<file path="src/rtl/aes_spi_sequencer_if.sv">
// Bus bundle between the AES SPI sequencer, its requester/consumer
// and the SPI_Main master it drives.
interface aes_spi_sequencer_if;
  logic         cmd_valid;
  logic         cmd_ready;
  logic         key_update;
  logic [1:0]   key_size;
  logic [255:0] key;
  logic [127:0] plaintext;
  logic         ct_valid;
  logic         ct_ready;
  logic [127:0] ct_data;
  logic         spi_start;
  logic [257:0] spi_tx;
  logic [127:0] spi_rx;
  logic         spi_done;

  // Sequencer side.
  modport master (
    input  cmd_valid, key_update, key_size, key, plaintext,
    input  ct_ready, spi_rx, spi_done,
    output cmd_ready, ct_valid, ct_data, spi_start, spi_tx
  );

  // Requester / consumer / SPI_Main side.
  modport slave (
    output cmd_valid, key_update, key_size, key, plaintext,
    output ct_ready, spi_rx, spi_done,
    input  cmd_ready, ct_valid, ct_data, spi_start, spi_tx
  );
endinterface

</file>
<file path="src/rtl/aes_spi_sequencer.sv">
// Turns one encrypt request into key/msg/read SPI frames for an
// AES_Encrypt core and returns the ciphertext on a valid/ready port.
module aes_spi_sequencer #(
  parameter int START_CYCLES   = 10,
  parameter int GAP_CYCLES     = 16,
  parameter int TIMEOUT_CYCLES = 4096,
  parameter int TO_W           = 12
) (
  input  logic            clk,
  input  logic            rst,
  aes_spi_sequencer_if.master bus,
  output logic            error,
  output logic            busy
);

  typedef enum logic [3:0] {
    IDLE,
    KEY_START,
    KEY_WAIT,
    MSG_START,
    MSG_WAIT,
    GAP,
    RD_START,
    RD_WAIT,
    OUT
  } state_t;

  localparam logic [TO_W-1:0] START_LAST = TO_W'(START_CYCLES - 1);
  localparam logic [TO_W-1:0] GAP_LAST   = TO_W'(GAP_CYCLES - 1);
  localparam logic [TO_W-1:0] TO_LAST    = TO_W'(TIMEOUT_CYCLES - 1);

  state_t          state;
  state_t          nxt;
  logic [TO_W-1:0] cnt;
  logic            done_q;
  logic            done_edge;
  logic            key_loaded;
  logic            accept;
  logic            bad_size;
  logic            timeout;
  logic            err_set;
  logic [127:0]    pt_r;
  logic [255:0]    key_m;

  assign accept    = bus.cmd_valid & bus.cmd_ready;
  assign bad_size  = (bus.key_size == 2'b11);
  assign done_edge = bus.spi_done & ~done_q;
  assign err_set   = (accept & bad_size) | timeout;

  // Right-justified key with unused upper bits forced to zero.
  always_comb begin
    key_m = bus.key;
    if (bus.key_size == 2'b00)
      key_m[255:128] = '0;
    else if (bus.key_size == 2'b01)
      key_m[255:192] = '0;
  end

  // State register.
  always_ff @(posedge clk or posedge rst) begin
    if (rst)
      state <= IDLE;
    else
      state <= nxt;
  end

  // Next state, handshake outputs and timeout detection.
  always_comb begin
    nxt           = state;
    timeout       = 1'b0;
    bus.cmd_ready = 1'b0;
    bus.ct_valid  = 1'b0;
    bus.spi_start = 1'b0;
    busy          = 1'b1;
    unique case (state)
      IDLE: begin
        busy          = 1'b0;
        bus.cmd_ready = 1'b1;
        if (accept && !bad_size)
          nxt = (bus.key_update || !key_loaded)
              ? KEY_START : MSG_START;
      end
      KEY_START: begin
        bus.spi_start = 1'b1;
        if (cnt == START_LAST) nxt = KEY_WAIT;
      end
      MSG_START: begin
        bus.spi_start = 1'b1;
        if (cnt == START_LAST) nxt = MSG_WAIT;
      end
      RD_START: begin
        bus.spi_start = 1'b1;
        if (cnt == START_LAST) nxt = RD_WAIT;
      end
      KEY_WAIT, MSG_WAIT, RD_WAIT: begin
        if (done_edge) begin
          if (state == KEY_WAIT)
            nxt = MSG_START;
          else if (state == MSG_WAIT)
            nxt = GAP;
          else
            nxt = OUT;
        end else if (cnt == TO_LAST) begin
          nxt     = IDLE;
          timeout = 1'b1;
        end
      end
      GAP: begin
        if (cnt == GAP_LAST) nxt = RD_START;
      end
      OUT: begin
        bus.ct_valid = 1'b1;
        if (bus.ct_ready) nxt = IDLE;
      end
      default: nxt = IDLE;
    endcase
  end

  // Per-state cycle counter, restarted on every state change.
  always_ff @(posedge clk or posedge rst) begin
    if (rst)
      cnt <= '0;
    else if (nxt != state || state == IDLE || state == OUT)
      cnt <= '0;
    else
      cnt <= cnt + TO_W'(1);
  end

  // Frame payloads, key tracking, ciphertext capture and error pulse.
  always_ff @(posedge clk or posedge rst) begin
    if (rst) begin
      done_q      <= 1'b0;
      error       <= 1'b0;
      key_loaded  <= 1'b0;
      pt_r        <= '0;
      bus.spi_tx  <= '0;
      bus.ct_data <= '0;
    end else begin
      done_q <= bus.spi_done;
      error  <= err_set;
      if (accept)
        pt_r <= bus.plaintext;
      if (err_set)
        key_loaded <= 1'b0;
      else if (state == KEY_WAIT && done_edge)
        key_loaded <= 1'b1;
      if (state == RD_WAIT && done_edge)
        bus.ct_data <= bus.spi_rx;
      if (nxt != state) begin
        case (nxt)
          KEY_START:
            bus.spi_tx <= {bus.key_size, key_m};
          MSG_START:
            bus.spi_tx <= {130'b0,
              (state == IDLE) ? bus.plaintext : pt_r};
          KEY_WAIT, MSG_WAIT, RD_WAIT:
            bus.spi_tx <= bus.spi_tx;
          default:
            bus.spi_tx <= '0;
        endcase
      end
    end
  end

endmodule
</file>
<file path="src/flat_wrapper.sv">
// flat-port wrapper written by rule: the top's interface ports become plain ports
module aes_spi_sequencer_flat 
#(
  parameter int START_CYCLES   = 10,
  parameter int GAP_CYCLES     = 16,
  parameter int TIMEOUT_CYCLES = 4096,
  parameter int TO_W           = 12
)
  (clk, rst, error, busy, bus_cmd_valid, bus_key_update, bus_key_size, bus_key, bus_plaintext, bus_ct_ready, bus_spi_rx, bus_spi_done, bus_cmd_ready, bus_ct_valid, bus_ct_data, bus_spi_start, bus_spi_tx);
  aes_spi_sequencer_if bus_i ();
  input  logic clk;
  input  logic rst;
  output logic error;
  output logic busy;
  input wire logic [$bits(bus_i.cmd_valid)-1:0] bus_cmd_valid;
  input wire logic [$bits(bus_i.key_update)-1:0] bus_key_update;
  input wire logic [$bits(bus_i.key_size)-1:0] bus_key_size;
  input wire logic [$bits(bus_i.key)-1:0] bus_key;
  input wire logic [$bits(bus_i.plaintext)-1:0] bus_plaintext;
  input wire logic [$bits(bus_i.ct_ready)-1:0] bus_ct_ready;
  input wire logic [$bits(bus_i.spi_rx)-1:0] bus_spi_rx;
  input wire logic [$bits(bus_i.spi_done)-1:0] bus_spi_done;
  output wire logic [$bits(bus_i.cmd_ready)-1:0] bus_cmd_ready;
  output wire logic [$bits(bus_i.ct_valid)-1:0] bus_ct_valid;
  output wire logic [$bits(bus_i.ct_data)-1:0] bus_ct_data;
  output wire logic [$bits(bus_i.spi_start)-1:0] bus_spi_start;
  output wire logic [$bits(bus_i.spi_tx)-1:0] bus_spi_tx;
  assign bus_i.cmd_valid = bus_cmd_valid;
  assign bus_i.key_update = bus_key_update;
  assign bus_i.key_size = bus_key_size;
  assign bus_i.key = bus_key;
  assign bus_i.plaintext = bus_plaintext;
  assign bus_i.ct_ready = bus_ct_ready;
  assign bus_i.spi_rx = bus_spi_rx;
  assign bus_i.spi_done = bus_spi_done;
  assign bus_cmd_ready = bus_i.cmd_ready;
  assign bus_ct_valid = bus_i.ct_valid;
  assign bus_ct_data = bus_i.ct_data;
  assign bus_spi_start = bus_i.spi_start;
  assign bus_spi_tx = bus_i.spi_tx;
  aes_spi_sequencer #(.START_CYCLES(START_CYCLES), .GAP_CYCLES(GAP_CYCLES), .TIMEOUT_CYCLES(TIMEOUT_CYCLES), .TO_W(TO_W)) u_core (.clk(clk), .rst(rst), .bus(bus_i), .error(error), .busy(busy));
endmodule
</file>
<file path="config.mk">
export PLATFORM = sky130hd
export DESIGN_NAME = aes_spi_sequencer_flat
export DESIGN_NICKNAME = d
export VERILOG_FILES = /design/src/rtl/aes_spi_sequencer_if.sv /design/src/rtl/aes_spi_sequencer.sv /design/src/flat_wrapper.sv
export SDC_FILE = /design/constraint.sdc
export NUM_CORES = 1
export LEC_CHECK = 0
export CAP_MARGIN = 20
export CORE_AREA = 2 2 357 359
export CTS_CLUSTER_SIZE = 10
export DETAILED_ROUTE_END_ITERATION = 16
export DIE_AREA = 0 0 359 361
export PLACE_DENSITY = 0.44
export SLEW_MARGIN = 10
export SYNTH_ARGS = -nofsm -noshare
export SYNTH_HDL_FRONTEND = slang
export SYNTH_SLANG_ARGS = --single-unit
</file>
<file path="constraint.sdc">
create_clock -name clk -period 35.6 [get_ports clk]
set_input_delay 8.9 -clock clk [delete_from_list [all_inputs] [get_ports clk]]
set_output_delay 8.9 -clock clk [all_outputs]
set_load 0.02 [all_outputs]
</file>
After elaboration in Yosys (flattened, before gate mapping)
Cells that the tools add are included.
{"block": "classes", "n_eq_ne": 19, "addsub": 1, "mux": 27, "bitwise_logic": 6, "n_reduce_logical": 15}
{"cell": "258-bit one-hot mux with 3 select lines", "n": 1}
{"cell": "64-bit two-way mux", "n": 3}
{"cell": "128-bit two-way mux", "n": 1}
{"cell": "4-bit two-way mux", "n": 10}
{"cell": "4-bit one-hot mux with 7 select lines", "n": 1}
{"cell": "12-bit by 4-bit equality test with 1-bit output, second input constant", "n": 2}
{"cell": "4-bit by 3-bit equality test with 1-bit output, second input constant", "n": 6}
{"cell": "4-bit by 2-bit equality test with 1-bit output, second input constant", "n": 4}
{"cell": "12-bit by 1-bit adder with 12-bit output, second input constant", "n": 1}
{"cell": "12-bit equality test, second input constant", "n": 1}
{"cell": "12-bit two-way mux", "n": 1}
{"cell": "1-bit two-way mux", "n": 9}
{"cell": "3-bit OR reduction", "n": 3}
{"cell": "4-bit by 1-bit equality test with 1-bit output, second input constant", "n": 2}
{"cell": "4-bit equality test, second input constant", "n": 1}
{"cell": "4-bit zero test", "n": 1}
{"cell": "4-bit != test", "n": 1}
{"cell": "1-bit bitwise AND", "n": 3}
{"cell": "1-bit logical AND", "n": 3}
{"cell": "1-bit logical OR", "n": 3}
{"cell": "2-bit by 1-bit equality test with 1-bit output, second input constant", "n": 1}
{"cell": "2-bit equality test, second input constant", "n": 1}
{"cell": "1-bit zero test", "n": 2}
{"cell": "2-bit zero test", "n": 1}
{"cell": "other kinds (5)", "n": 6}
{"block": "word_totals", "in_bits": 520, "word_cells": 76, "output_inout_bits": 391, "reg_bits": 533}

Longest topological paths before layout
{"block": "logic_depth", "ltp_word": 10, "ltp_mapped": 14, "mapped_depth_nobuf": 9}

Least setup slack after synthesis
No wires, ideal clock.
{"block": "synth_path", "path_kind": "input port to flip-flop", "from": "in bus_spi_done", "to": "reg u_core.bus.spi_tx[128]", "setup_slack_ns": 24.679, "setup_ns": 0.133, "cell_stages": 12, "path_buffers": 4, "required_time_ns": 35.467, "arrival_ns": 10.788, "path_cell_list": "nor2b_1 > or3_1 > o22a_1 > and2_1 > buf_6 > inv_2 > buf_6 > nor3_2 > o21ba_2 > buf_6 > buf_4 > o211ai_2"}
{"block": "synth_via", "elab_chain_cells": 7, "word_cells_on_any_way": 13, "cone_classes": "eq/ne: 6; mux: 3; bitwise: 2; reduce/logical: 2"}
{"item": "start, declared", "line_no": "flat_wrapper.sv:22", "rtl": "input wire logic [$bits(bus_i.spi_done)-1:0] bus_spi_done;"}
{"item": "1-bit bitwise AND *", "line_no": "aes_spi_sequencer.sv:47", "rtl": "assign done_edge = bus.spi_done & ~done_q;"}
{"item": "4-bit two-way mux *", "line_no": "aes_spi_sequencer.sv:96", "rtl": "if (done_edge) begin"}
{"item": "4-bit one-hot mux with 7 select lines *", "line_no": "aes_spi_sequencer.sv:75", "rtl": "unique case (state)"}
{"item": "parallel branches: the longest is 4 deep, another holds 258-bit one-hot mux with 3 select lines"}
{"item": "end signal, assigned", "line_no": "aes_spi_sequencer.sv:152", "rtl": "bus.spi_tx <= {bus.key_size, key_m};"}
{"item": "end signal, assigned", "line_no": "aes_spi_sequencer.sv:154", "rtl": "bus.spi_tx <= {130'b0,"}
{"item": "end signal, assigned", "line_no": "aes_spi_sequencer.sv:157", "rtl": "bus.spi_tx <= bus.spi_tx;"}
{"item": "end, declared", "line_no": "aes_spi_sequencer_if.sv:22", "rtl": "output cmd_ready, ct_valid, ct_data, spi_start, spi_tx"}
Mark *: on every way between the ends.
A chain may end at the register's enable or synchronous reset.

Worst setup path after layout
{"block": "layout_path", "from": "in bus_spi_done", "to": "reg u_core.bus.spi_tx[83]"}
The elaborated chain is that of the path after synthesis.

==> flow_metrics.py <==
metrics = {
    "yosys": {
        "synthAdderAreaFrac_pct": 0.0896,
        "synth_compound_area_share_pct": 23.3,
        "synth_simple_gate_area_share_pct": 7.43,
        "ys.flop_type": "dfrtp_1",
        "netlist_area_um2": 27900,
        "synth_xor_area_share_pct": 0.466,
        "synth.area.mux_share_pct": 14.9,
        "netlist_top_cells_area": "dfrtp_1 48%, o211ai_1 11%, mux2_2 10%",
        "netlist_instances": 2600,
        "synth_warnings": 0,
        "syn_nets": 3122,
        "synth_top_area_share_pct": 47.8,
        "synth.avg_cell_area_um2": 10.7,
        "synth_cell_type_count": 61,
        "ys_seq_area_share_pct": 47.8,
        "synth_top_family_by_area": "compound AO/OA/AOI/OAI gates",
        "yosysTopAreaCell": "dfrtp_1",
        "synth-edff-count": 0,
        "ys_seq_elements": 533,
        "synth-async-reset-ratio_pct": 100,
    },
    "global_route": {
        "grt_usage_pct": 18.2,
        "grt_pass1_vias": 24543,
        "antenna_found_initial": 31,
        "grt_pass1_wl_um": 179000,
        "grt_overflow": 0,
        "grt_max_degree": 178,
    },
    "cells_and_area": {
        "drive_gt1_share_pct": 15.4,
        "nets": 3884,
        "syn_to_final_growth_pct": 46.3,
        "fill_cells": 12747,
    },
    "cts": {
        "insertion_delay_ns": 0.65,
        "cts_hold_buffers": 0,
        "cts_setup_buffers": 0,
        "cts.root.buffer_cell": "clkbuf_16",
        "cts_inserted_buffers": 73,
        "cts_tree": "done",
        "ctsResizeCount": 0,
        "cts_sinks": 533,
        "clock_path_buffers": 3,
        "cts.clk_slew.worst_paths_ns": 0.05,
        "cts_max_level": 3,
    },
    "min_path": {
        "worstHoldPathType": "reg2reg",
    },
    "timing": {
        "timing.final.crit_period_ns": 12.67,
        "relSlewSlack_pct": 14.5,
        "rsz0062_at_grt": "no",
        "final_hold_viol_count": 0,
        "tightest_slew_ns": 1.28,
        "fin_tns_setup_ns": 0,
        "slew_viol_final": 0,
        "final.period_utilization_pct": 35.6,
        "fin_ws_ns": 22.93,
        "setup_viol": 0,
        "worst_clock_skew_ns": 0.0369,
        "fmax_ghz": 0.0789,
    },
    "die": {
        "ioPinCount": 911,
        "start_util_pct": 22.3,
        "core_area_um2": 125000,
        "die-area_um2": 130000,
        "die_x_um": 359,
        "dieHeight_um": 361,
        "placementRows": 130,
    },
    "setup_path": {
        "cp.required_ns": 36.06,
        "cp.arrival_ns": 13.13,
        "cpPeakStageDelay_ns": 0.78,
        "r2r_start": "u_core.state[2]",
        "crit_family": "buffers and inverters",
        "path_buf_inv": 4,
        "cp_slowest_cell": "buf_4",
        "critPathCaptureType": "flop",
        "worstSetupPathDepth": 11,
        "crit_path_start": "bus_spi_done",
        "crit_fanout": 80,
        "crit_end": "u_core.bus.spi_tx[83]",
        "crit_chain": "clkdlybuf4s50_1 > nor2b_1 > nand2_1 > a221oi_1 > a211o_4 > and4b_4 > buf_4 > nor2_4 > buf_4 > buf_4 > o211ai_1",
        "worstReg2RegEnd": "u_core.bus.spi_tx[83]",
        "r2r_setup_slack_ns": 30.09,
        "start_kind": "input pin",
        "rr_worst_depth": 11,
        "critPathKind": "in2reg",
        "path_common_cell": "buf_4",
    },
    "place": {
        "portBuffers": 910,
        "pre_cts_slack_ns": 22.31,
        "gp_congestion": 0.800,
        "hpwl_um": 82400,
    },
    "route": {
        "wirelength_um": 121000,
        "wl_met3_um": 10400,
        "vias_per_cell": 4.72,
        "maxUsedRoutingLayer": "met5",
        "wl_met2_um": 57900,
        "wl_per_cell_um": 24.0,
        "wl_met1_um": 50700,
        "dr.pass1.iters": 5,
        "dr_total_vias": 23951,
        "ant_nets": 0,
        "drcViolationCount": 0,
        "first_iter_violations": 1433,
    },
    "pwr": {
        "peakVddDrop_mv": 0.109,
        "power.density_nw_per_um2": 87.6,
        "leakage_nw": 15.4,
    },
    "run": {
        "drv_cap": 0,
    },
    "outcome": {
        "outcome": "complete, no violations",
    },
}
final cells by class:
type	count	area, µm²	share of cell area, %
Antenna cell	7	17.5	0.0429
Clock buffer	109	2150	5.27
Clock inverter	16	256	0.628
Inverter	142	543	1.33
Multi-Input combinational cell	1663	13000	31.9
Sequential cell	533	13300	32.7
Tap cell	1650	2060	5.05
Timing Repair Buffer	949	9450	23.1
logic make-up (layout without fill, tap and decap cells):
| family | count (synthesis) | in the layout |
|---|---|---|
| AOI/OAI and AO/OA | 801 | 801 |
| DFF | 533 | 533 |
| and+or+nand+nor | 462 | 462 |
| buffers and inverters | 404 | 1216 |
| muxes | 384 | 384 |
| xor gates and xnor gates | 14 | 14 |
| adders and majority gates | 2 | 2 |
| other | 0 | 7 |
synthesized netlist by cell type, types with 2 or more instances:
cell type / instances
o211ai_1: 416
nand3_1: 139
buf_6: 12
o2bb2a_1: 128
dfrtp_1: 533
o21a_1: 2
mux2_2: 256
nand2b_1: 4
nor2_1: 20
nand4_1: 3
mux2i_1: 128
and2_1: 3
ha_1: 2
nor3_1: 2
xnor2_1: 6
and4_1: 3
buf_2: 47
a31oi_1: 3
clkbuf_1: 186
o31ai_1: 3
xor2_1: 7
o21ai_1: 4
inv_1: 141
a2111oi_0: 2
buf_1: 11
buf_4: 5
nor2b_1: 4
o211ai_2: 99
o21ai_0: 127
nor3_2: 2
nand2_1: 266
and3_1: 2
nor4_2: 3
a21oi_1: 4
where the power goes:
part / internal [mW] / total (mW) / switching [mW]
Clock: 0.436 / 0.747 / 0.311
Combinational: 0.702 / 1.83 / 1.13
Sequential: 0.845 / 1.00 / 0.158
sequential cells by signal (all words and copies together) (netlist names):
register,flops
u_core.bus.ct_data,128
u_core.bus.spi_tx,258
u_core.cnt,12
u_core.done_q,1
u_core.error,1
u_core.key_loaded,1
u_core.pt_r,128
u_core.state,4
routing by layer:
layer,GRT usage (%),up-vias
li1,-,11143
met1,22.4,11894
met2,30.1,715
met3,7.16,153
met4,3.67,46
met5,0,-
cells in the final DEF, fill, tap and decap left out, types with 8 or more instances in the layout:
cell,n
o21ai_0,127
clkbuf_1,18
nand3_1,139
clkdlybuf4s50_1,910
dfrtp_1,533
o211ai_2,99
clkbuf_16,74
clkbuf_8,17
buf_4,35
mux2_2,256
o2bb2a_1,128
nor2_1,19
o211ai_1,416
mux2i_1,128
inv_1,140
nand2_1,265
clkinv_2,8
worst min path at each step:
stage                     slack, ns  depth (start not counted)             start          endpoint
after floorplan                0.47                          1     u_core.cnt[0]     u_core.cnt[0]
after global routing           0.51                          1   u_core.pt_r[15]   u_core.pt_r[15]
after detailed placement       0.49                          1   u_core.pt_r[21]   u_core.pt_r[21]
after CTS                      0.50                          1   u_core.pt_r[55]   u_core.pt_r[55]
final                          0.50                          1   u_core.pt_r[55]   u_core.pt_r[55]
after global placement         0.48                          1  u_core.pt_r[120]  u_core.pt_r[120]
worst register-to-register path, cell delays in order, from the launching register on:
cell	delay, ns
dfrtp_1	0.59
nor4_4	0.49
buf_4	0.58
nand3_1	0.25
o311ai_1	0.43
a211o_4	0.26
and4b_4	0.22
buf_4	0.40
nor2_4	0.21
buf_4	0.75
buf_4	0.92
o211ai_1	0.22
metrics by stage:
stage	area (µm²)	power [mW]	hold WS, ns	util, %	std cells
2_1_floorplan	27900	2.09	0.474	-	2600
3_3_place_gp	38400	2.86	0.485	30.6	4937
3_5_place_dp	38400	2.87	0.491	30.6	4937
4_1_cts	40800	3.64	0.504	32.6	5062
5_1_grt	40800	3.81	0.510	32.6	5066
6_report	40800	3.58	0.499	32.6	5069
(Power assumes the default switching activity.)
